--- config.mk ---
export PLATFORM = sky130hd
export DESIGN_NAME = vu_vxu_utcmd_arbiter
export DESIGN_NICKNAME = d
export VERILOG_FILES = /design/src/rtl/vu_vxu_utcmd_arbiter_pkg.sv /design/src/rtl/vu_vxu_utq_slot.sv /design/src/rtl/vu_vxu_utcmd_arbiter.sv
export SDC_FILE = /design/constraint.sdc
export NUM_CORES = 1
export LEC_CHECK = 0
export ABC_AREA = 1
export CORE_MARGIN = 3
export CORE_UTILIZATION = 40
export CTS_BUF_LIST = sky130_fd_sc_hd__clkbuf_4 sky130_fd_sc_hd__clkbuf_8
export CTS_CLUSTER_DIAMETER = 150
export DETAILED_ROUTE_END_ITERATION = 7
export HOLD_SLACK_MARGIN = 0.06
export PLACE_DENSITY = 0.84
export SYNTH_ARGS = -nofsm -noshare
export SYNTH_HDL_FRONTEND = slang
export SYNTH_HIERARCHICAL = 1
export SYNTH_SLANG_ARGS = --single-unit
--- constraint.sdc ---
create_clock -name clk -period 2.2 [get_ports clk]
set_input_delay 0.55 -clock clk [delete_from_list [all_inputs] [get_ports clk]]
set_output_delay 0.55 -clock clk [all_outputs]
set_load 0.02 [all_outputs]
--- src/rtl/vu_vxu_utcmd_arbiter_pkg.sv ---
// Shared widths, state encoding and requester IDs for the VMU unit-stride
// command/immediate arbiter.
package vu_vxu_utcmd_arbiter_pkg;

  localparam int DEF_CMD_W  = 19;
  localparam int DEF_IMM_W  = 64;
  localparam int DEF_NIMM_W = 2;

  typedef enum logic {
    IDLE = 1'b0,
    IMM  = 1'b1
  } state_e;

  typedef enum logic {
    REQ_TVEC = 1'b0,
    REQ_VT   = 1'b1
  } req_e;

endpackage

--- src/rtl/vu_vxu_utq_slot.sv ---
// One-entry registered valid/ready slot; accepts a new beat whenever it is
// empty or being drained in the same cycle.
module vu_vxu_utq_slot
  import vu_vxu_utcmd_arbiter_pkg::*;
#(
  parameter int W = DEF_CMD_W
) (
  input  logic         clk,
  input  logic         reset,
  input  logic [W-1:0] in_bits,
  input  logic         in_val,
  output logic         in_rdy,
  output logic [W-1:0] out_bits,
  output logic         out_val,
  input  logic         out_rdy
);

  assign in_rdy = !out_val || out_rdy;

  always_ff @(posedge clk or negedge reset) begin
    if (!reset) begin
      out_val  <= 1'b0;
      out_bits <= '0;
    end else if (in_rdy) begin
      out_val <= in_val;
      if (in_val) begin
        out_bits <= in_bits;
      end
    end
  end

endmodule

--- src/rtl/vu_vxu_utcmd_arbiter.sv ---
// Arbitrates TVEC and VT command/immediate streams onto the VMU utcmdq/utimmq,
// locking onto a requester until all of its announced immediates are forwarded.
module vu_vxu_utcmd_arbiter
  import vu_vxu_utcmd_arbiter_pkg::*;
#(
  parameter int CMD_W      = DEF_CMD_W,
  parameter int IMM_W      = DEF_IMM_W,
  parameter int NIMM_W     = DEF_NIMM_W,
  parameter int STARVE_MAX = 3
) (
  input  logic              clk,
  input  logic              reset,
  input  logic [CMD_W-1:0]  tvec_cmd_bits,
  input  logic [NIMM_W-1:0] tvec_cmd_nimm,
  input  logic              tvec_cmd_val,
  output logic              tvec_cmd_rdy,
  input  logic [IMM_W-1:0]  tvec_imm_bits,
  input  logic              tvec_imm_val,
  output logic              tvec_imm_rdy,
  input  logic [CMD_W-1:0]  vt_cmd_bits,
  input  logic [NIMM_W-1:0] vt_cmd_nimm,
  input  logic              vt_cmd_val,
  output logic              vt_cmd_rdy,
  input  logic [IMM_W-1:0]  vt_imm_bits,
  input  logic              vt_imm_val,
  output logic              vt_imm_rdy,
  output logic [CMD_W-1:0]  vmu_utcmdq_bits,
  output logic              vmu_utcmdq_val,
  input  logic              vmu_utcmdq_rdy,
  output logic [IMM_W-1:0]  vmu_utimmq_bits,
  output logic              vmu_utimmq_val,
  input  logic              vmu_utimmq_rdy,
  output logic              busy
);

  state_e            state;
  state_e            state_nxt;
  req_e              owner;
  logic [NIMM_W-1:0] rem;
  logic [1:0]        starve;

  logic              cmd_can_load;
  logic              imm_can_load;
  logic              grant_vt;
  logic              cmd_fire;
  logic              imm_fire;
  logic              owner_imm_val;
  logic [CMD_W-1:0]  cmd_in_bits;
  logic [IMM_W-1:0]  imm_in_bits;
  logic [NIMM_W-1:0] grant_nimm;

  // VT only wins a contested grant once TVEC has beaten it STARVE_MAX times in a row.
  always_comb begin
    grant_vt      = vt_cmd_val && (!tvec_cmd_val || (int'(starve) == STARVE_MAX));
    cmd_fire      = (state == IDLE) && cmd_can_load && (tvec_cmd_val || vt_cmd_val);
    owner_imm_val = (owner == REQ_VT) ? vt_imm_val : tvec_imm_val;
    imm_fire      = (state == IMM) && imm_can_load && owner_imm_val;
    cmd_in_bits   = grant_vt ? vt_cmd_bits : tvec_cmd_bits;
    grant_nimm    = grant_vt ? vt_cmd_nimm : tvec_cmd_nimm;
    imm_in_bits   = (owner == REQ_VT) ? vt_imm_bits : tvec_imm_bits;
  end

  always_ff @(posedge clk or negedge reset) begin
    if (!reset) begin
      state <= IDLE;
    end else begin
      state <= state_nxt;
    end
  end

  always_comb begin
    state_nxt = state;
    case (state)
      IDLE: if (cmd_fire && (grant_nimm != '0)) state_nxt = IMM;
      IMM:  if (imm_fire && (rem == NIMM_W'(1))) state_nxt = IDLE;
      default: state_nxt = IDLE;
    endcase
  end

  // Ready outputs are gated by reset so they drop the instant reset asserts.
  always_comb begin
    tvec_cmd_rdy = 1'b0;
    vt_cmd_rdy   = 1'b0;
    tvec_imm_rdy = 1'b0;
    vt_imm_rdy   = 1'b0;
    if (reset) begin
      case (state)
        IDLE: begin
          tvec_cmd_rdy = cmd_can_load && tvec_cmd_val && !grant_vt;
          vt_cmd_rdy   = cmd_can_load && grant_vt;
        end
        IMM: begin
          tvec_imm_rdy = imm_can_load && (owner == REQ_TVEC);
          vt_imm_rdy   = imm_can_load && (owner == REQ_VT);
        end
        default: ;
      endcase
    end
  end

  always_ff @(posedge clk or negedge reset) begin
    if (!reset) begin
      owner  <= REQ_TVEC;
      rem    <= '0;
      starve <= '0;
    end else begin
      if (cmd_fire) begin
        owner <= grant_vt ? REQ_VT : REQ_TVEC;
        rem   <= grant_nimm;
      end else if (imm_fire) begin
        rem <= rem - NIMM_W'(1);
      end
      if (!vt_cmd_val || (cmd_fire && grant_vt)) begin
        starve <= '0;
      end else if (cmd_fire && (starve != 2'd3)) begin
        starve <= starve + 2'd1;
      end
    end
  end

  assign busy = (state == IMM) || vmu_utcmdq_val || vmu_utimmq_val;

  vu_vxu_utq_slot #(.W(CMD_W)) u_cmd_slot (
    .clk      (clk),
    .reset    (reset),
    .in_bits  (cmd_in_bits),
    .in_val   (cmd_fire),
    .in_rdy   (cmd_can_load),
    .out_bits (vmu_utcmdq_bits),
    .out_val  (vmu_utcmdq_val),
    .out_rdy  (vmu_utcmdq_rdy)
  );

  vu_vxu_utq_slot #(.W(IMM_W)) u_imm_slot (
    .clk      (clk),
    .reset    (reset),
    .in_bits  (imm_in_bits),
    .in_val   (imm_fire),
    .in_rdy   (imm_can_load),
    .out_bits (vmu_utimmq_bits),
    .out_val  (vmu_utimmq_val),
    .out_rdy  (vmu_utimmq_rdy)
  );

endmodule

==> summary.md <==
| Metric | Value |
|---|---|
| Number of top-level pins | `~270` |
| Pleak | `4.07 nW` |
| Ys flop type | `dfrtp_1` |
| IO buf count | `267` |
| Vias in the first global route | `4,961` |
| Initial Util | `between 40% and 50%` |
| Post-DP HPWL | `12.0 mm` |
| Clk slew on worst S/H paths | `around 0.090 ns` |
| Netlist cell types | `24` |
| Largest net degree at the start of global routing | `67` |
| Total GRT Usage | `22.4%` |
| Avg Cell Area, Syn | `~7 µm²` |
| Final cycle utilization of the critical path | `95.6%` |
| Worst Setup End Kind | `primary output` |
| Top-count cell post-synth | `nand2_1` |
| Core area | `11,800 µm²` |
| FF-to-FF Start | `u_imm_slot/out_val` |
| Post-route minimum period | `2.10 ns` |
| Reg2reg setup slack | `around 0.48 ns` |
| WL per Instance | `approximately 14 µm` |
| Final instance area | `7950 µm²` |
| Via count | `about 5,300` |
| Final hold slack | `0.185 ns` |
| Root Buffer | `clkbuf_8` |
| Die Area | `approximately 14,000 µm²` |
| Slew headroom | `48.5%` |
| Syn. warnings | `6` |
| CP Data Required Time | `1.65 ns` |
| Post-synth top cells | `nand2_1, dfrtp_1, nand3_1` |
| Mapped Cells | `around 700` |
| Post-synthesis cell area | `4940 µm²` |
| Diodes inserted | `0` |
| Synth async-reset ratio | `100%` |
| GR Overflow Total | `0` |
| Layout cell share with drive strength beyond 1 | `under 10%` |
| Die Height | `117 µm` |
| Top cell type's share of synthesized area | `between 40% and 50%` |
| Worst slew pin tran | `0.773 ns` |
| Fmax achieved | `475 MHz` |
| Clock sinks | `between 90 and 100` |
| Synth Register Bits | `91` |
| Worst-path fanout max | `3` |
| Die width | `117 µm` |
| DR pass1 iterations | `4` |
| Final setup fails | `0` |
| Antenna Violating Nets Remaining | `0` |
| MaxCap Viol Count | `0` |
| RSZ-0062 raised after global routing | `true` |
| Sequential area share after synthesis | `~46%` |
| Clk buf depth | `2` |
| Clock skew | `0.0155 ns` |
| Layout area overhead | `61.0%` |
| Reg2reg path depth | `6` |
| Peak supply drop | `840 µV` |
| Pwr Density | `1270 nW/µm²` |
| CTS buffer count | `9` |
| Initial antenna violation count | `0` |
| Routed wire length | `15.8 mm` |
| Critical path launch point type | `input port` |
| Postcts setup bufs | `0` |
| Critical path class | `input port to primary output` |
| Post-DP Area | `7750 µm²` |
| Syn Nets | `882` |
| Worst-Skew Late Latency | `0.35 ns` |
| Synth area leaders | `dfrtp_1, nand2_1, nand3_1, buf_6, buf_2` |
| Critical Path AT | `1.55 ns` |
| Nets | `1,143` |
| RR Endpoint | `u_imm_slot/out_bits[49]` |
| Final hold violations | `0` |
| DRC violations left | `0` |
| CTS tree | `yes` |
| Yosys top cell by area | `dfrtp_1` |
| FP Rows | `39` |
| EDFF count, synth | `0` |
| Initial drt markers | `386` |
| Vias per cell | `4.66` |
| Pins Over Slew Limit | `0` |
| Global-route wire length before repair | `24.4 mm` |
| Worst Hold Class | `input port to asynchronous set/reset pin` |
| CTS H-tree depth | `3` |
| Outcome | `finished clean` |
| Global placer's final weighted congestion | `0.826` |
## per-layer routing
layer	share of wire [%]	global-route usage (%)
met1	40	27.7
met2	49	38.6
met3	9.3	6.43
met4	2.0	6.12
met5	0	0
## what timing repair did
action,4_1_cts,5_1_grt
endpoints found under the setup margin,5,3
pin swaps,0,1
resized for setup,18,5
hold buffers,0,0
## critical path: stages
cell and delay, ns:
clkdlybuf4s50_1 0.45, inv_1 0.04, nand2_2 0.06, nand2_2 0.06
inv_2 0.07, nand3_2 0.06, nor2_2 0.11, buf_4 0.14
## logic make-up after synthesis
family,Yosys count,share of synthesized area [%]
buf+inv,60,7.68
simple gates,546,45.3
fa+ha+maj,2,0.507
flops,91,46.1
compound gates,2,0.203
xor+xnor,1,0.177
## report_power, final
part           internal (W)  leakage (nW)  switching (W)
logic               0.00259          2.83        0.00341
registers           0.00246          1.14       0.000433
clock network      0.000574        0.0992       0.000596
## state kept, by name, summed over array words and instances, names as in the netlist
signal / cells
owner: 1
u_cmd_slot/out_bits: 19
u_cmd_slot/out_val: 1
rem: 2
u_imm_slot/out_val: 1
state: 1
starve: 2
u_imm_slot/out_bits: 64
## metrics by stage
step	utilization (%)	total power [W]	std cells	setup WS, ns	setup TNS (ns)
after floorplan	-	0.00634	702	0.249	0
after global placement	65.9	0.00889	1116	-0.401	-10.36
after CTS	67.6	0.0102	1132	0.0116	0
after detailed placement	65.9	0.00900	1116	-0.406	-11.08
after global routing	67.6	0.0109	1132	-0.00332	-0.00332
final	67.6	0.0101	1132	0.0967	0
## how the worst max path moves through the flow
| stage | startpoint | end | slack (ns) |
|---|---|---|---|
| finish | vmu_utcmdq_rdy | tvec_cmd_rdy | 0.1 |
| global route | vmu_utcmdq_rdy | vt_cmd_rdy | -0.003 |
| CTS | vmu_utimmq_rdy | vt_imm_rdy | 0.01 |
| detailed placement | vmu_utcmdq_rdy | tvec_cmd_rdy | -0.41 |
| global placement | vmu_utcmdq_rdy | tvec_cmd_rdy | -0.40 |
| floorplan | vmu_utimmq_rdy | tvec_imm_rdy | 0.25 |
## cell type report
cell class / instances / area, µm²
Sequential cell: 91 / 2280
Tap cell: 164 / 205
Clock inverter: 5 / 62.6
Timing Repair Buffer: 295 / 2910
Fill cell: 984 / 3810
Clock buffer: 11 / 145
Multi-Input combinational cell: 551 / 2290
Inverter: 15 / 56.3
## placed cells by master, fill, tap and decap left out, types with 5 or more instances in the layout
master	synthesis	layout
nand2_1	434	433
clkdlybuf4s50_1	0	261
dfrtp_1	91	90
nand3_1	89	88
buf_4	7	26
inv_1	11	10
nand2_2	9	10
clkbuf_8	0	10
inv_2	4	5
Note: power is estimated with default switching activity, not from simulation.
